## config.mk

```make
export PLATFORM = sky130hd
export DESIGN_NAME = ksa_swap_controller_flat
export DESIGN_NICKNAME = d
export VERILOG_FILES = /design/src/rtl/ksa_swap_controller_if.sv /design/src/rtl/ksa_swap_controller.sv /design/src/flat_wrapper.sv
export SDC_FILE = /design/constraint.sdc
export NUM_CORES = 1
export LEC_CHECK = 0
export BUFFER_PORTS_ARGS = -buffer_cell sky130_fd_sc_hd__buf_2
export CORE_MARGIN = 1.5
export CORE_UTILIZATION = 55
export DETAILED_ROUTE_END_ITERATION = 10
export PLACE_DENSITY = 0.88
export SLEW_MARGIN = 5
export SYNTH_ARGS = -nofsm -noshare
export SYNTH_HDL_FRONTEND = slang
export SYNTH_SLANG_ARGS = --single-unit
```

## constraint.sdc

```tcl
create_clock -name clk -period 5.7 [get_ports clk]
set_clock_uncertainty 0.05 [all_clocks]
set_input_delay 0.285 -clock clk [delete_from_list [all_inputs] [get_ports clk]]
set_output_delay 0.285 -clock clk [all_outputs]
set_load 0.01 [all_outputs]
```

## src/rtl/ksa_swap_controller_if.sv

```systemverilog
// Bundles the start/done handshake and the single-port S RAM bus of the
// RC4 key-scheduling controller.
interface ksa_swap_controller_if #(
    parameter int unsigned RAM_WIDTH  = 8,
    parameter int unsigned KEY_LENGTH = 3
);
    logic                    start;
    logic [8*KEY_LENGTH-1:0] key;
    logic                    busy;
    logic                    done;
    logic [RAM_WIDTH-1:0]    ram_q;
    logic [RAM_WIDTH-1:0]    address;
    logic [RAM_WIDTH-1:0]    ram_in;
    logic                    write_enable;

    // Controller side: owns the RAM bus and reports status.
    modport master (
        input  start, key, ram_q,
        output busy, done, address, ram_in, write_enable
    );

    // Sequencer / RAM side.
    modport slave (
        output start, key, ram_q,
        input  busy, done, address, ram_in, write_enable
    );
endinterface

```

## src/rtl/ksa_swap_controller.sv

```systemverilog
// RC4 key-scheduling sequencer: walks i = 0..255 over a pre-seeded S RAM,
// accumulates j and swaps S[i] and S[j], six cycles per iteration.
module ksa_swap_controller #(
    parameter int unsigned RAM_WIDTH  = 8,
    parameter int unsigned KEY_LENGTH = 3
) (
    input  logic                  clk,
    input  logic                  reset,
    ksa_swap_controller_if.master bus
);

    localparam int unsigned KW = (KEY_LENGTH > 1) ? $clog2(KEY_LENGTH) : 1;

    typedef enum logic [2:0] {
        StIdle,
        StRdI,
        StCapI,
        StRdJ,
        StCapJ,
        StWrI,
        StWrJ,
        StDone
    } state_t;

    state_t                  state;
    logic [RAM_WIDTH-1:0]    i;
    logic [RAM_WIDTH-1:0]    j;
    logic [RAM_WIDTH-1:0]    si;
    logic [KW-1:0]           k;
    logic [8*KEY_LENGTH-1:0] key_reg;
    logic [7:0]              key_byte;
    logic [RAM_WIDTH-1:0]    j_next;

    // Select key byte k; byte 0 sits in the most significant position.
    always_comb begin
        key_byte = '0;
        for (int n = 0; n < KEY_LENGTH; n++) begin
            if (k == KW'(n)) begin
                key_byte = key_reg[8*(KEY_LENGTH-1-n) +: 8];
            end
        end
        j_next = j + bus.ram_q + RAM_WIDTH'(key_byte);
    end

    // Single FSM; every output is registered and loaded with the value the
    // next state presents, so nothing combinational reaches the RAM bus.
    always_ff @(posedge clk) begin
        if (reset) begin
            state            <= StIdle;
            i                <= '0;
            j                <= '0;
            k                <= '0;
            si               <= '0;
            key_reg          <= '0;
            bus.address      <= '0;
            bus.ram_in       <= '0;
            bus.write_enable <= 1'b0;
            bus.busy         <= 1'b0;
            bus.done         <= 1'b0;
        end else begin
            unique case (state)
                StIdle: begin
                    if (bus.start) begin
                        key_reg     <= bus.key;
                        i           <= '0;
                        j           <= '0;
                        k           <= '0;
                        bus.address <= '0;
                        bus.busy    <= 1'b1;
                        state       <= StRdI;
                    end
                end
                StRdI: begin
                    state <= StCapI;
                end
                StCapI: begin
                    si          <= bus.ram_q;
                    j           <= j_next;
                    bus.address <= j_next;
                    state       <= StRdJ;
                end
                StRdJ: begin
                    state <= StCapJ;
                end
                StCapJ: begin
                    // ram_in itself holds S[j] for the S[i] write.
                    bus.address      <= i;
                    bus.ram_in       <= bus.ram_q;
                    bus.write_enable <= 1'b1;
                    state            <= StWrI;
                end
                StWrI: begin
                    bus.address <= j;
                    bus.ram_in  <= si;
                    state       <= StWrJ;
                end
                StWrJ: begin
                    bus.write_enable <= 1'b0;
                    bus.ram_in       <= '0;
                    if (i == {RAM_WIDTH{1'b1}}) begin
                        bus.address <= '0;
                        bus.busy    <= 1'b0;
                        bus.done    <= 1'b1;
                        state       <= StDone;
                    end else begin
                        i           <= i + 1'b1;
                        k           <= (k == KW'(KEY_LENGTH - 1)) ? '0 : k + 1'b1;
                        bus.address <= i + 1'b1;
                        state       <= StRdI;
                    end
                end
                StDone: begin
                    if (!bus.start) begin
                        bus.done <= 1'b0;
                        state    <= StIdle;
                    end
                end
                default: begin
                    state <= StIdle;
                end
            endcase
        end
    end

endmodule

```

## src/flat_wrapper.sv

```systemverilog
// flat-port wrapper written by rule: the top's interface ports become plain ports
module ksa_swap_controller_flat 
#(
    parameter int unsigned RAM_WIDTH  = 8,
    parameter int unsigned KEY_LENGTH = 3
)
  (clk, reset, bus_start, bus_key, bus_ram_q, bus_busy, bus_done, bus_address, bus_ram_in, bus_write_enable);
  ksa_swap_controller_if #(.RAM_WIDTH(RAM_WIDTH), .KEY_LENGTH(KEY_LENGTH)) bus_i ();
  input  logic clk;
  input  logic reset;
  input wire logic [$bits(bus_i.start)-1:0] bus_start;
  input wire logic [$bits(bus_i.key)-1:0] bus_key;
  input wire logic [$bits(bus_i.ram_q)-1:0] bus_ram_q;
  output wire logic [$bits(bus_i.busy)-1:0] bus_busy;
  output wire logic [$bits(bus_i.done)-1:0] bus_done;
  output wire logic [$bits(bus_i.address)-1:0] bus_address;
  output wire logic [$bits(bus_i.ram_in)-1:0] bus_ram_in;
  output wire logic [$bits(bus_i.write_enable)-1:0] bus_write_enable;
  assign bus_i.start = bus_start;
  assign bus_i.key = bus_key;
  assign bus_i.ram_q = bus_ram_q;
  assign bus_busy = bus_i.busy;
  assign bus_done = bus_i.done;
  assign bus_address = bus_i.address;
  assign bus_ram_in = bus_i.ram_in;
  assign bus_write_enable = bus_i.write_enable;
  ksa_swap_controller #(.RAM_WIDTH(RAM_WIDTH), .KEY_LENGTH(KEY_LENGTH)) u_core (.clk(clk), .reset(reset), .bus(bus_i));
endmodule
```

## Word level (Yosys, flattened, before mapping)

Cells that the tools add are included.

| storage, ports and cells | value |
|---|---|
| input bits | 35 |
| flip-flop bits (word level) | 72 |
| word-level logic and storage cells | 69 |
| output and inout port bits | 19 |

| operators by class | value |
|---|---|
| multiplexer cells | 25 |
| equal/unequal tests | 14 |
| reduce and logical (&&, ||, !) cells | 15 |
| add/subtract/negate cells | 4 |

Operator list:

| cell | count |
|---|---|
| $mux W8 | 6 |
| $pmux W8 S5 | 1 |
| $pmux W8 S2 | 2 |
| $pmux W3 S8 | 1 |
| $pmux W8 S3 | 1 |
| $add A8 B8 Y8 | 2 |
| $eq A3 B3 Y1 const B | 4 |
| $mux W3 | 3 |
| $reduce_and A3 Y1 | 3 |
| $add A8 B1 Y8 const B | 1 |
| $eq A8 B8 Y1 const B | 1 |
| $reduce_and A2 Y1 | 4 |
| $reduce_bool A2 Y1 | 4 |
| $eq A3 B2 Y1 const B | 2 |
| $mux W2 | 3 |
| $ne A2 B2 Y1 const B | 3 |
| $pmux W1 S2 | 3 |
| $reduce_bool A5 Y1 | 1 |
| $mux W1 | 4 |
| $pmux W2 S2 | 1 |
| $eq A3 B1 Y1 const B | 1 |
| $logic_not A3 Y1 | 1 |
| $reduce_bool A3 Y1 | 1 |
| $add A2 B1 Y2 const B | 1 |
| 4 further kinds | 4 |

## Logic depth before layout (Yosys ltp)

| depth | value |
|---|---|
| depth after elaboration | 6 |
| depth in mapped cells | 14 |
| depth with buffers taken out | 13 |

## Least setup slack after synthesis

Ideal clock, no wire load.

| timing path | value |
|---|---|
| kind | register to register |
| from | reg u_core.k[0] |
| to | reg u_core.bus.address[7] |
| period minus slack after synthesis | 2.850 ns |
| data arrival time | 2.663 ns |
| library setup time | 0.136 ns |
| data required time | 5.514 ns |
| path slack | 2.850 ns |
| stages on the path, launching flop included | 15 |
| buffers on the path | 1 |
| path through | dfxtp_1 buf_2 mux2i_1 nor2_1 a21oi_1 fa_1 inv_1 ha_1 inv_1 fa_1 nor2b_1 o31a_1 o22ai_1 xnor2_1 o22ai_1 |

| between the ends | value |
|---|---|
| word-level cells in the longest chain between the ends | 6 |
| elaborated cells on any way between the ends | 8 |
| those cells by class | 1 x add/sub; 2 x eq/ne; 4 x mux; 1 x reduce/logical |

Ends and longest elaborated chain:

| what | RTL line | RTL |
|---|---|---|
| start: declaration | ksa_swap_controller.sv:29 | `logic [KW-1:0] k;` |
| start signal: assignment | ksa_swap_controller.sv:107 | `k <= (k == KW'(KEY_LENGTH - 1)) ? '0 : k + 1'b1;` |
| $logic_not A2 Y1 | ksa_swap_controller.sv:38 | `if (k == KW'(n)) begin` |
| $mux W8 (2 in series) | ksa_swap_controller.sv:38 |  |
| $mux W8 (*) | ksa_swap_controller.sv:38 |  |
| $add A8 B8 Y8 (*) | ksa_swap_controller.sv:42 | `j_next = j + bus.ram_q + RAM_WIDTH'(key_byte);` |
| $pmux W8 S5 (*) | ksa_swap_controller.sv:61 | `unique case (state)` |
| end signal: assignment | ksa_swap_controller.sv:79 | `bus.address <= j_next;` |
| end signal: assignment | ksa_swap_controller.sv:87 | `bus.address <= i;` |
| end signal: assignment | ksa_swap_controller.sv:93 | `bus.address <= j;` |
| end: declaration | ksa_swap_controller_if.sv:19 | `output busy, done, address, ram_in, write_enable` |

Every way passes the cells marked *; elsewhere a longest branch is shown, timed or not.
A chain may end at the register's enable or synchronous reset.

## Worst setup path after layout

| timing path | value |
|---|---|
| from | reg u_core.k[1] |
| to | reg u_core.bus.address[7] |

Same word-level chain as after synthesis.

==> key figures <==
Status
  • Status: finished, violations left
  • Violated checks: DRC

Finish
  • Antenna cell count: 0
  • Layout cells sized above 1: 0.183
  • Final nets: 547
  • Final Util: 0.644
  • Flip-flop count of the largest register after layout: 24
  • Layout area overhead: 11.3%

Drt
  • DR vias: 3,293
  • Vias per cell: 5.69
  • Initial DRT Pass Iterations: 9
  • DRT antenna net count: 0
  • Remaining DRCs: 6
  • Post-Route WL: 8.40 mm
  • Routed WL per cell: 14.5 microns
  • Number of DRC markers in iteration 0: 228

Clock network
  • CTS tree: done
  • Clock Latency Late Sink: 0.35 ns
  • Post-CTS Repair Setup Buffers: 0
  • Post-CTS sizing: 0
  • TritonCTS buffer count: 9
  • Hold_buf cts: 0
  • Root Driver: clkbuf_8
  • Worst-path clk slew: 0.07 ns
  • Clk buf depth: 2
  • H-tree levels: 3
  • Clock sink total: 72

Global routing
  • GRT Overall Usage: 0.245
  • Initial antenna violation count: 0
  • Met2 usage: 0.407
  • First-pass GRT wire length: 14.2 mm
  • Vias in the first global route: 3,076
  • M3 GR Usage: 0.0379
  • Total grt overflow: 0
  • Largest net degree at the start of global routing: 74
  • GR peak layer: met2
  • M1 GR Usage: 0.318

Floorplan
  • DIE WIDTH: 85.2 microns
  • Core box area: 6420 sq um
  • Die Height: 85.2 microns
  • Starting Density: 0.579
  • Rows: 29
  • Die area: 7260 sq um
  • Num ports: 54

Timing
  • Setup TNS Final: 0 ns
  • Final min period: 3.23 ns
  • Final hold slack: 0.125 ns
  • Slew Limit Fails: 0
  • Slew @ Worst Pin: 1.10 ns
  • Crit share post-route: 0.566
  • Slew headroom: 0.265
  • Hold Fails Final Rpt: 0
  • Final Setup Violations: 0
  • RSZ-0062 raised after global routing: no
  • Fmax achieved: 310 MHz

Synthesis
  • Post-synth EDFFs: 0
  • Post-synth ARST share: 0
  • Syn_nets: 509
  • Avg Synthesized Cell Area: 8.10 sq um
  • Synth Flop Type: dfxtp_1
  • Mapped Cells: 459
  • Cell Area, Synth: 3720 sq um
  • Seq/Total Area, Yosys: 0.388
  • Synth Register Bits: 72
  • Distinct cells, synth: 52
  • Ys Warns: 0

Worst setup path
  • Arrival @ worst endpoint: 3.37 ns
  • WP data required: 5.84 ns
  • Max Fanout on Critical Path: 12
  • Startpoint types: flop
  • Critical path class: reg2reg
  • Crit end category: flop

Placement
  • Dpl hpwl: 6.03 mm
  • PortBufs: 53
  • RePlAce Congestion: 0.902

Min path
  • Hold Crit Class: in2reg

Power and ir drop
  • Worst vdd ir: 0.000175 V
  • PD cells: 280 nW/um^2
  • Leakage: 1.65 nW

Run
  • Max_cap viols: 0
==> synth_stat cells (all sizes together) (2+ instances only) <==
cell type | n | area, sq um
nand2 | 94 | 353
dfxtp | 72 | 1440
a21oi | 63 | 319
nor2 | 46 | 188
inv | 29 | 109
o21ai | 17 | 85.1
buf | 15 | 90.1
a311oi | 13 | 139
clkbuf | 13 | 48.8
mux2i | 12 | 120
fa | 8 | 160
xnor2 | 8 | 70.1
ha | 7 | 87.6
a222oi | 5 | 50.1
mux2 | 5 | 56.3
and4 | 4 | 40.0
nand3 | 4 | 20.0
nand3b | 4 | 30.0
a22oi | 3 | 22.5
nor2b | 3 | 18.8
nor3 | 3 | 15.0
o22ai | 3 | 18.8
a211oi | 2 | 15.0
a221oi | 2 | 17.5
and2b | 2 | 15.0
and3 | 2 | 12.5
nand2b | 2 | 12.5
o21a | 2 | 15.0
or2 | 2 | 15.0
or3 | 2 | 12.5
==> worst paths after layout <==
path / endpoint / slack [ns] / cells after the start / from
max: u_core.bus.address[7] / 2.47 / 12 / u_core.k[1]
min: u_core.key_reg[6] / 0.12 / 3 / bus_key[6]
max reg2reg: u_core.bus.address[7] / 2.47 / 12 / u_core.k[1]
min reg2reg: u_core.si[3] / 0.40 / 2 / u_core.si[3]
==> cells by family after synthesis <==
family	share of synthesized area
AND/OR/NAND/NOR	0.206
multiplexers	0.0475
buffers and inverters	0.0666
adder cells (fa/ha/maj)	0.0666
flip-flops	0.388
AO/OA/AOI/OAI	0.204
XOR/XNOR	0.0212
==> layer usage <==
metal  wire length [microns]  vias up
li1                        -     1643
met1                    3790     1525
met2                    4010      109
met3                     437       16
met4                     170        0
met5                       0        -
==> placed cells by master, fill, tap and decap left out, types with 3 or more instances in the layout <==
cell,count
a21oi_1,62
a222oi_1,5
a22oi_1,3
a311oi_1,9
a311oi_2,4
buf_2,53
clkbuf_8,12
clkinv_2,3
dfxtp_1,72
fa_1,8
ha_1,7
inv_1,28
mux2_2,5
mux2i_1,12
nand2_1,94
nand3_1,4
nand3b_1,4
nor2_1,42
nor2_2,3
nor2b_1,3
nor3_1,3
o21ai_0,16
o22ai_1,3
xnor2_1,8
==> report_power, final <==
group | internal (mW) | switching (mW) | total, mW
Combinational | 0.0874 | 0.134 | 0.221
Clock | 0.192 | 0.183 | 0.375
Sequential | 0.535 | 0.0256 | 0.560
==> cell type report <==
| class | instances | area (sq um) |
|---|---|---|
| Fill cell | 546 | 2280 |
| Multi-Input combinational cell | 330 | 2030 |
| Sequential cell | 72 | 1440 |
| Timing Repair Buffer | 55 | 280 |
| Clock buffer | 13 | 169 |
| Inverter | 29 | 109 |
| Tap cell | 77 | 96.3 |
| Clock inverter | 3 | 15.0 |
==> per-stage QoR <==
| step | instance area (sq um) | setup slack [ns] | instances | total power, mW |
|---|---|---|---|---|
| after detailed placement | 3960 | 2.51 | 563 | 0.792 |
| after global routing | 4140 | 2.14 | 579 | 1.22 |
| after global placement | 3960 | 2.62 | 563 | 0.783 |
| after floorplan | 3720 | 2.85 | 459 | 0.730 |
| final | 4140 | 2.47 | 579 | 1.16 |
| after CTS | 4140 | 2.48 | 579 | 1.16 |
==> worst max-delay path: stages, from the launching register on <==
cell and delay, ns:
dfxtp_1 0.52, nor2b_1 0.47, a21oi_1 0.15, fa_1 0.44, inv_1 0.06, ha_1 0.20, inv_1 0.07, fa_1 0.40
nor2b_1 0.16, o31a_1 0.16, o22ai_1 0.10, xnor2_1 0.19, o22ai_1 0.10
Note: power is estimated with default switching activity, not from simulation.
